<file path="config.mk">
export PLATFORM = sky130hd
export DESIGN_NAME = vid_mode_ctrl
export DESIGN_NICKNAME = d
export VERILOG_FILES = /design/src/rtl/vid_mode_ctrl.sv
export SDC_FILE = /design/constraint.sdc
export NUM_CORES = 1
export LEC_CHECK = 0
export ABC_AREA = 1
export CAP_MARGIN = 25
export CELL_PAD_IN_SITES_DETAIL_PLACEMENT = 1
export CELL_PAD_IN_SITES_GLOBAL_PLACEMENT = 2
export CORE_ASPECT_RATIO = 1.1
export CORE_MARGIN = 5
export CORE_UTILIZATION = 26
export CTS_BUF_LIST = sky130_fd_sc_hd__clkbuf_4 sky130_fd_sc_hd__clkbuf_8
export CTS_CLUSTER_SIZE = 24
export DETAILED_ROUTE_END_ITERATION = 10
export PLACE_DENSITY_LB_ADDON = 0.05
export SYNTH_ARGS = -nofsm -noshare
export SYNTH_HDL_FRONTEND = slang
export SYNTH_SLANG_ARGS = --single-unit
</file>
<file path="constraint.sdc">
create_clock -name sys_clk -period 5.5 [get_ports sys_clk]
set_input_delay 1.1 -clock sys_clk [delete_from_list [all_inputs] [get_ports sys_clk]]
set_output_delay 1.1 -clock sys_clk [all_outputs]
set_load 0.05 [all_outputs]
</file>
<file path="src/rtl/vid_mode_ctrl.sv">
// vid_mode_ctrl
//   Sequences video mode changes. A debounced press of the mode button steps
//   the mode index; the vidcon is held in reset while the pixel-clock mux and
//   modeline ROMs settle on the new index, the new modeline is latched in one
//   shot, and video is released again. Reset loads mode 0 with no press.
//
// Ports
//   sys_clk       in   1       system clock, sole clock domain
//   act_reset     in   1       synchronous reset, active-high
//   but_center    in   1       raw asynchronous mode button
//   rom_h         in   49      {hsi,hdisp,hstart,hend,htotal} for mode_sel
//   rom_v         in   49      {vsi,vdisp,vstart,vend,vtotal} for mode_sel
//   mode_req      in   1       direct mode request (VID_MODE_DIRECT_EN only)
//   mode_req_idx  in   MODE_W  requested mode index (VID_MODE_DIRECT_EN only)
//   mode_sel      out  MODE_W  mode index to ROM address and pixel-clock mux
//   mline_h       out  49      latched horizontal modeline
//   mline_v       out  49      latched vertical modeline
//   mline_load    out  1       one-cycle pulse while the new modeline is shown
//   vid_reset     out  1       active-high reset to the vidcon
//   busy          out  1       high whenever a mode change is in progress
//
// Build option
//   VID_MODE_DIRECT_EN  adds mode_req/mode_req_idx so the CPU can jump
//                       straight to a mode; a direct request beats a
//                       simultaneous button trigger.

module vid_mode_ctrl #(
    parameter int NUM_MODES       = 4,
    parameter int MODE_W          = 2,
    parameter int DEBOUNCE_CYCLES = 1000000,
    parameter int HOLD_CYCLES     = 16,
    parameter int SETTLE_CYCLES   = 256
) (
    input  logic              sys_clk,
    input  logic              act_reset,
    input  logic              but_center,
    input  logic [48:0]       rom_h,
    input  logic [48:0]       rom_v,
`ifdef VID_MODE_DIRECT_EN
    input  logic              mode_req,
    input  logic [MODE_W-1:0] mode_req_idx,
`endif
    output logic [MODE_W-1:0] mode_sel,
    output logic [48:0]       mline_h,
    output logic [48:0]       mline_v,
    output logic              mline_load,
    output logic              vid_reset,
    output logic              busy
);

    localparam int DEB_W     = $clog2(DEBOUNCE_CYCLES + 1);
    localparam int PHASE_MAX = (HOLD_CYCLES > SETTLE_CYCLES) ? HOLD_CYCLES : SETTLE_CYCLES;
    localparam int CNT_W     = $clog2(PHASE_MAX + 1);

    localparam logic [DEB_W-1:0]  DEB_LAST    = DEB_W'(DEBOUNCE_CYCLES - 1);
    localparam logic [CNT_W-1:0]  HOLD_LAST   = CNT_W'(HOLD_CYCLES - 1);
    localparam logic [CNT_W-1:0]  SETTLE_LAST = CNT_W'(SETTLE_CYCLES - 1);
    localparam logic [MODE_W-1:0] LAST_MODE   = MODE_W'(NUM_MODES - 1);

    typedef enum logic [2:0] {
        S_IDLE,
        S_HOLD,
        S_SWITCH,
        S_SETTLE,
        S_LATCH,
        S_RELEASE
    } state_t;

    state_t             state;
    state_t             next_state;

    logic               but_meta;
    logic               but_sync;
    logic               but_deb;
    logic [DEB_W-1:0]   deb_cnt;
    logic               trig;

    logic [CNT_W-1:0]   phase_cnt;
    logic [MODE_W-1:0]  target_mode;
    logic [MODE_W-1:0]  step_mode;
    logic [MODE_W-1:0]  start_mode;
    logic               start;

    // Button front end. The debounced level only follows the synchronised
    // level after it has disagreed for DEBOUNCE_CYCLES consecutive cycles;
    // any agreement restarts the count. Only press edges raise trig.
    always_ff @(posedge sys_clk) begin
        if (act_reset) begin
            but_meta <= 1'b0;
            but_sync <= 1'b0;
            but_deb  <= 1'b0;
            deb_cnt  <= '0;
            trig     <= 1'b0;
        end else begin
            but_meta <= but_center;
            but_sync <= but_meta;
            trig     <= 1'b0;
            if (but_sync == but_deb) begin
                deb_cnt <= '0;
            end else if (deb_cnt == DEB_LAST) begin
                but_deb <= but_sync;
                deb_cnt <= '0;
                trig    <= but_sync;
            end else begin
                deb_cnt <= deb_cnt + DEB_W'(1);
            end
        end
    end

    // Choice of the mode to switch to; only consulted while idle, so any
    // request arriving mid-sequence is simply lost.
    assign step_mode = (mode_sel == LAST_MODE) ? '0 : mode_sel + MODE_W'(1);

`ifdef VID_MODE_DIRECT_EN
    logic [MODE_W-1:0]  req_mode;
    localparam logic [31:0] NUM_MODES_U = NUM_MODES;

    assign req_mode   = (32'(mode_req_idx) >= NUM_MODES_U) ? LAST_MODE : mode_req_idx;
    assign start      = mode_req | trig;
    assign start_mode = mode_req ? req_mode : step_mode;
`else
    assign start      = trig;
    assign start_mode = step_mode;
`endif

    // State register. Reset lands in SETTLE with mode 0 already selected so
    // the mode 0 modeline gets loaded without a button press.
    always_ff @(posedge sys_clk) begin
        if (act_reset) begin
            state <= S_SETTLE;
        end else begin
            state <= next_state;
        end
    end

    // Next state and outputs. vid_reset stays asserted through every step
    // of a change so the vidcon never sees a half-updated mode.
    always_comb begin
        next_state = state;
        vid_reset  = 1'b1;
        busy       = 1'b1;
        mline_load = 1'b0;
        case (state)
            S_IDLE: begin
                vid_reset = 1'b0;
                busy      = 1'b0;
                if (start) begin
                    next_state = S_HOLD;
                end
            end
            S_HOLD: begin
                if (phase_cnt == HOLD_LAST) begin
                    next_state = S_SWITCH;
                end
            end
            S_SWITCH: begin
                next_state = S_SETTLE;
            end
            S_SETTLE: begin
                if (phase_cnt == SETTLE_LAST) begin
                    next_state = S_LATCH;
                end
            end
            S_LATCH: begin
                mline_load = 1'b1;
                next_state = S_RELEASE;
            end
            S_RELEASE: begin
                next_state = S_IDLE;
            end
            default: begin
                next_state = S_IDLE;
            end
        endcase
    end

    // Datapath: phase counter for HOLD/SETTLE, target mode capture, the
    // mode_sel update at the end of SWITCH, and the single-edge modeline
    // capture on leaving SETTLE so mline_h/v never show a mix of old and new.
    always_ff @(posedge sys_clk) begin
        if (act_reset) begin
            phase_cnt   <= '0;
            target_mode <= '0;
            mode_sel    <= '0;
            mline_h     <= '0;
            mline_v     <= '0;
        end else begin
            if (next_state != state || state == S_IDLE) begin
                phase_cnt <= '0;
            end else begin
                phase_cnt <= phase_cnt + CNT_W'(1);
            end
            if (state == S_IDLE && start) begin
                target_mode <= start_mode;
            end
            if (state == S_SWITCH) begin
                mode_sel <= target_mode;
            end
            if (state == S_SETTLE && next_state == S_LATCH) begin
                mline_h <= rom_h;
                mline_v <= rom_v;
            end
        end
    end

endmodule
</file>
## Word level (Yosys, flattened, before mapping)

Cells that the tools add are included.

| word-level totals | value |
|---|---|
| register bits after elaboration | 138 |
| logic and storage cells | 42 |
| output and inout port bits | 103 |

| operators by class | value |
|---|---|
| bitwise logic cells | 2 |
| reduce and logical (&&, ||, !) cells | 8 |
| mux-type cells | 7 |
| add/subtract/negate cells | 3 |
| eq/ne operators | 11 |

Operators by type and width:

| kind | count |
|---|---|
| adder 20 x 1 -> 20 bit, second input constant | 1 |
| == test 20 bit, second input constant | 1 |
| one-hot mux 3 bit (5 select lines) | 1 |
| adder 9 x 1 -> 9 bit, second input constant | 1 |
| == test 9 x 4 -> 1 bit, second input constant | 1 |
| == test 9 x 8 -> 1 bit, second input constant | 1 |
| 2-to-1 mux 3 bit | 3 |
| == test 3 x 2 -> 1 bit, second input constant | 2 |
| == test 3 bit, second input constant | 2 |
| OR reduction 3 bit | 2 |
| == test 3 x 1 -> 1 bit, second input constant | 1 |
| zero test 3 bit | 1 |
| inequality test 3 bit | 1 |
| adder 2 x 1 -> 2 bit, second input constant | 1 |
| == test 2 bit, second input constant | 1 |
| logical AND 1 bit | 2 |
| 2-to-1 mux 1 bit | 2 |
| 2-to-1 mux 2 bit | 1 |
| inverter 1 bit | 2 |
| AND reduction 2 bit | 1 |
| OR reduction 2 bit | 1 |
| == test 1 bit | 1 |
| logical OR 1 bit | 1 |

## Logic depth before layout (Yosys ltp)

| logic depth | value |
|---|---|
| depth in word-level cells | 6 |
| gate-level depth with buffers | 13 |
| mapped depth without buffers | 13 |

## Worst setup path before layout

No wires, ideal clock.

| timing path | value |
|---|---|
| path kind | flip-flop to output port |
| from | register state[2] |
| to | output vid_reset |
| path slack | 3,259 ps |
| cell stages (with the launch flop) | 4 |
| required time | 4,400 ps |
| path buffers | 1 |
| data arrival time | 1,141 ps |
| path through | dfxtp_1 -> inv_1 -> nand2_1 -> buf_4 |

| on the way | value |
|---|---|
| word-level cells in the longest chain between the ends | 2 |

RTL lines:

| element | line | source |
|---|---|---|
| start, declared | 69 | `state_t state;` |
| start signal, assigned | 132 | `state <= next_state;` |
| zero test 3 bit | - |  |
| 2-to-1 mux 1 bit | - |  |
| end, declared | 47 | `output logic vid_reset,` |

No other way between the ends.

## Worst setup path in the final report

| timing path | value |
|---|---|
| from | register state[0] |
| to | output mline_load |

| on the way | value |
|---|---|
| word-level cells in the longest chain between the ends | 2 |

RTL lines:

| element | line | source |
|---|---|---|
| == test 3 bit | 143 | `case (state)` |
| 2-to-1 mux 1 bit | 143 |  |
| end, declared | 46 | `output logic mline_load,` |

No other way between the ends.

==> results.md <==
* Status: completed
* Syn_area_per_cell at 7.56 um2
* Worst skew pair latency at approximately 0.44 ns
* Launch point of the worst hold path: but_meta
* Fin crit share at 0.555
* Max-capacitance violation count at 0
* Pleak at 0.00303 uW
* Synth cell types at 25
* Worst-path clk slew at 0.08 ns
* Slew Limit Fails at 0
* Initial core utilization at 0.263
* Relative slew slack at 0.373
* FF+latch count, synth at 138
* CP top delay family: buffers and inverters
* Width of the chip at 145 um
* Critical path required time at 4.40 ns
* Layout cells sized above 1 at 0.0516
* # DRC at 0
* Post-Syn Area at 5190 um2
* Vias per cell at 4.48
* P per Cell Area at 252 nW/um2
* Final Critical Period at 3.05 ns
* Gpl congestion at 0.773
* Synth Instances at ~690
* Hold-critical path depth at 2
* Critical path's largest stage delay at 0.80 ns
* Worst hold path type: flop to flop
* # IOs at 204
* Inserted Clock Buffers at 17
* Depth of the CTS H-tree at 4
* CTS root buf: clkbuf_8
* CTS max path bufs at 2
* Wire length on met3 at 1.52 mm
* First-pass GRT wire length at 28.1 mm
* CTS Hold Bufs at 0
* Nets in the synthesized netlist at just under 800
* Count leader, synth: nor2_1
* Worst Setup End Kind: primary output
* Startpoint types: flop
* CP Class: flop to primary output
* Peak VDD IR at 0.127 mV
* Gr usage total at 0.158
* FF-to-FF Start: phase_cnt[0]
* ANT nets after route at 0
* CTS tree: built
* CTS sink cnt at 138
* R2R depth at 12
* Largest net degree at the start of global routing at 99
* Synth top area cells: dfxtp_1, nor2_1, o21ai_0
* Gr ovfl total at 0
* Core region area at 19700 um2
* Critical Path Slowest Stage Cell: clkdlybuf4s50_1
* Drt first pass iters at 4
* EDFF count, synth at 0
* Die area at 22900 um2
* Endpoints failing setup at 0
* Worst Tran Pin Value at 0.941 ns
* Fmax at 328 MHz
* Drt first-iter violations at 195
* Top Metal Used: met5
* Yosys warns at 0
* Final wirelength at 18.0 mm
* Routed length on met1 at 7.30 mm
* Synth async-reset ratio at 0
* CTS resizes at 0
* Die Y at 158 um
* Vias in the first global route at 5524
* RSZ-0062 raised after global routing: no
* Synth top area share at 0.532
* Cell Rows at 54
* Total negative slack at 0 ns
* Avg WL per Cell at 15.8 um
* Final number of hold-violating endpoints at 0
* Initial antenna violation count at 2
* Critical R2R Capture: mline_v[38]
* Final Worst Setup Slack at 2.45 ns
* IO Port Bufs at between 200 and 250
* Yosys top cell by area: dfxtp_1
* Crit-path cells: nor2_1 > nand2_1 > inv_1 > clkdlybuf4s50_1
* Fin nets at a little under 1000
* Postcts setup bufs at 0
* Worst Skew at 0.00962 ns
* Dpl hpwl at 13.0 mm
* Pre-CTS WS at 2.16 ns
* Post-synth top flop: dfxtp_1
* Seq/Total Area, Yosys at 0.532
* Hold endpoint: but_sync
* Synth top cells by count: nor2_1, dfxtp_1, o21ai_0
* Worst-path maximum fanout at 3
* Vias at 5126
* R2R Setup Slk at 2.70 ns
* WP data arrival at approximately 2 ns
* Met2 WL post-DR at 8.61 mm
* Crit path buf inv count at 2
* Layout area overhead at 50.7%
## placed cells by master, fill, tap and decap left out, drive strengths merged, types with 5 or more instances in the layout
master and instances:
nor3 6, nor2 259, inv 30, clkdlybuf4s50 203
clkbuf 18, nand3 17, xor2 8, nand2 60
o21ai 106, a21oi 14, clkinv 5, dfxtp 138
nand4 5
## worst max path at each step
stage                     startpoint              to  slack, ns  cells after the start
after detailed placement   act_reset  target_mode[1]       2.16                      5
after global routing        state[1]      mline_load       2.25                      4
final                       state[0]      mline_load       2.45                      4
after floorplan             state[2]       vid_reset       3.26                      3
after global placement     act_reset     mline_h[33]       2.21                      5
after CTS                   state[1]      mline_load       2.38                      4
## layout make-up
cell class                      count  area (um2)
Antenna cell                        1        2.50
Clock buffer                       18         248
Clock inverter                     14         170
Fill cell                        2385       11900
Inverter                           28         105
Multi-Input combinational cell    487        2160
Sequential cell                   138        2760
Tap cell                          252         315
Timing Repair Buffer              206        2050
## worst reg2reg max path, cell delays in order (launching register included)
cell and delay (ns):
dfxtp_1 0.33, ha_1 0.23, nand2_1 0.10, nor3_1 0.08
nand2_1 0.07, nor2_1 0.04, ha_1 0.18, nand2_1 0.14
nor3_4 0.06, inv_2 0.62, buf_4 0.65, nor2_1 0.14
nor2_1 0.12
## per-layer routing
layer | GRT usage | vias up
met4 | 0.0715 | 2
met1 | 0.176 | 2396
met5 | 0 | -
met2 | 0.254 | 132
li1 | - | 2564
met3 | 0.0761 | 32
## metrics by stage
step                utilization  instances  power, uW  cell area, um2  hold slack [ns]
global placement          0.375       1111       1120            7400            0.414
CTS                       0.396       1143       2010            7820            0.423
floorplan                     -        686       1040            5190            0.388
finish                    0.396       1144       1970            7820            0.416
global route              0.396       1144       2060            7820            0.436
detailed placement        0.375       1111       1120            7400            0.413
## logic make-up after synthesis
group           share of synthesized area
buf+inv                            0.0509
flops                               0.532
simple gates                        0.269
compound gates                      0.118
xor+xnor                           0.0203
fa+ha+maj                         0.00965
## power breakdown
| part | switching, uW | leakage (uW) | internal, uW |
|---|---|---|---|
| combinational | 27.7 | 0.00171 | 66.3 |
| sequential | 2.16 | 0.00111 | 1000 |
| clock | 409 | 0.000201 | 462 |
## flip-flops by register name, summed over array words and instances, names as in the netlist
name / cells
phase_cnt: 9
start: 1
target_mode: 2
but_meta: 1
but_deb: 1
state: 3
mode_sel: 2
deb_cnt: 20
mline_v: 49
mline_h: 49
but_sync: 1
Power figures use the tool's default switching activity.
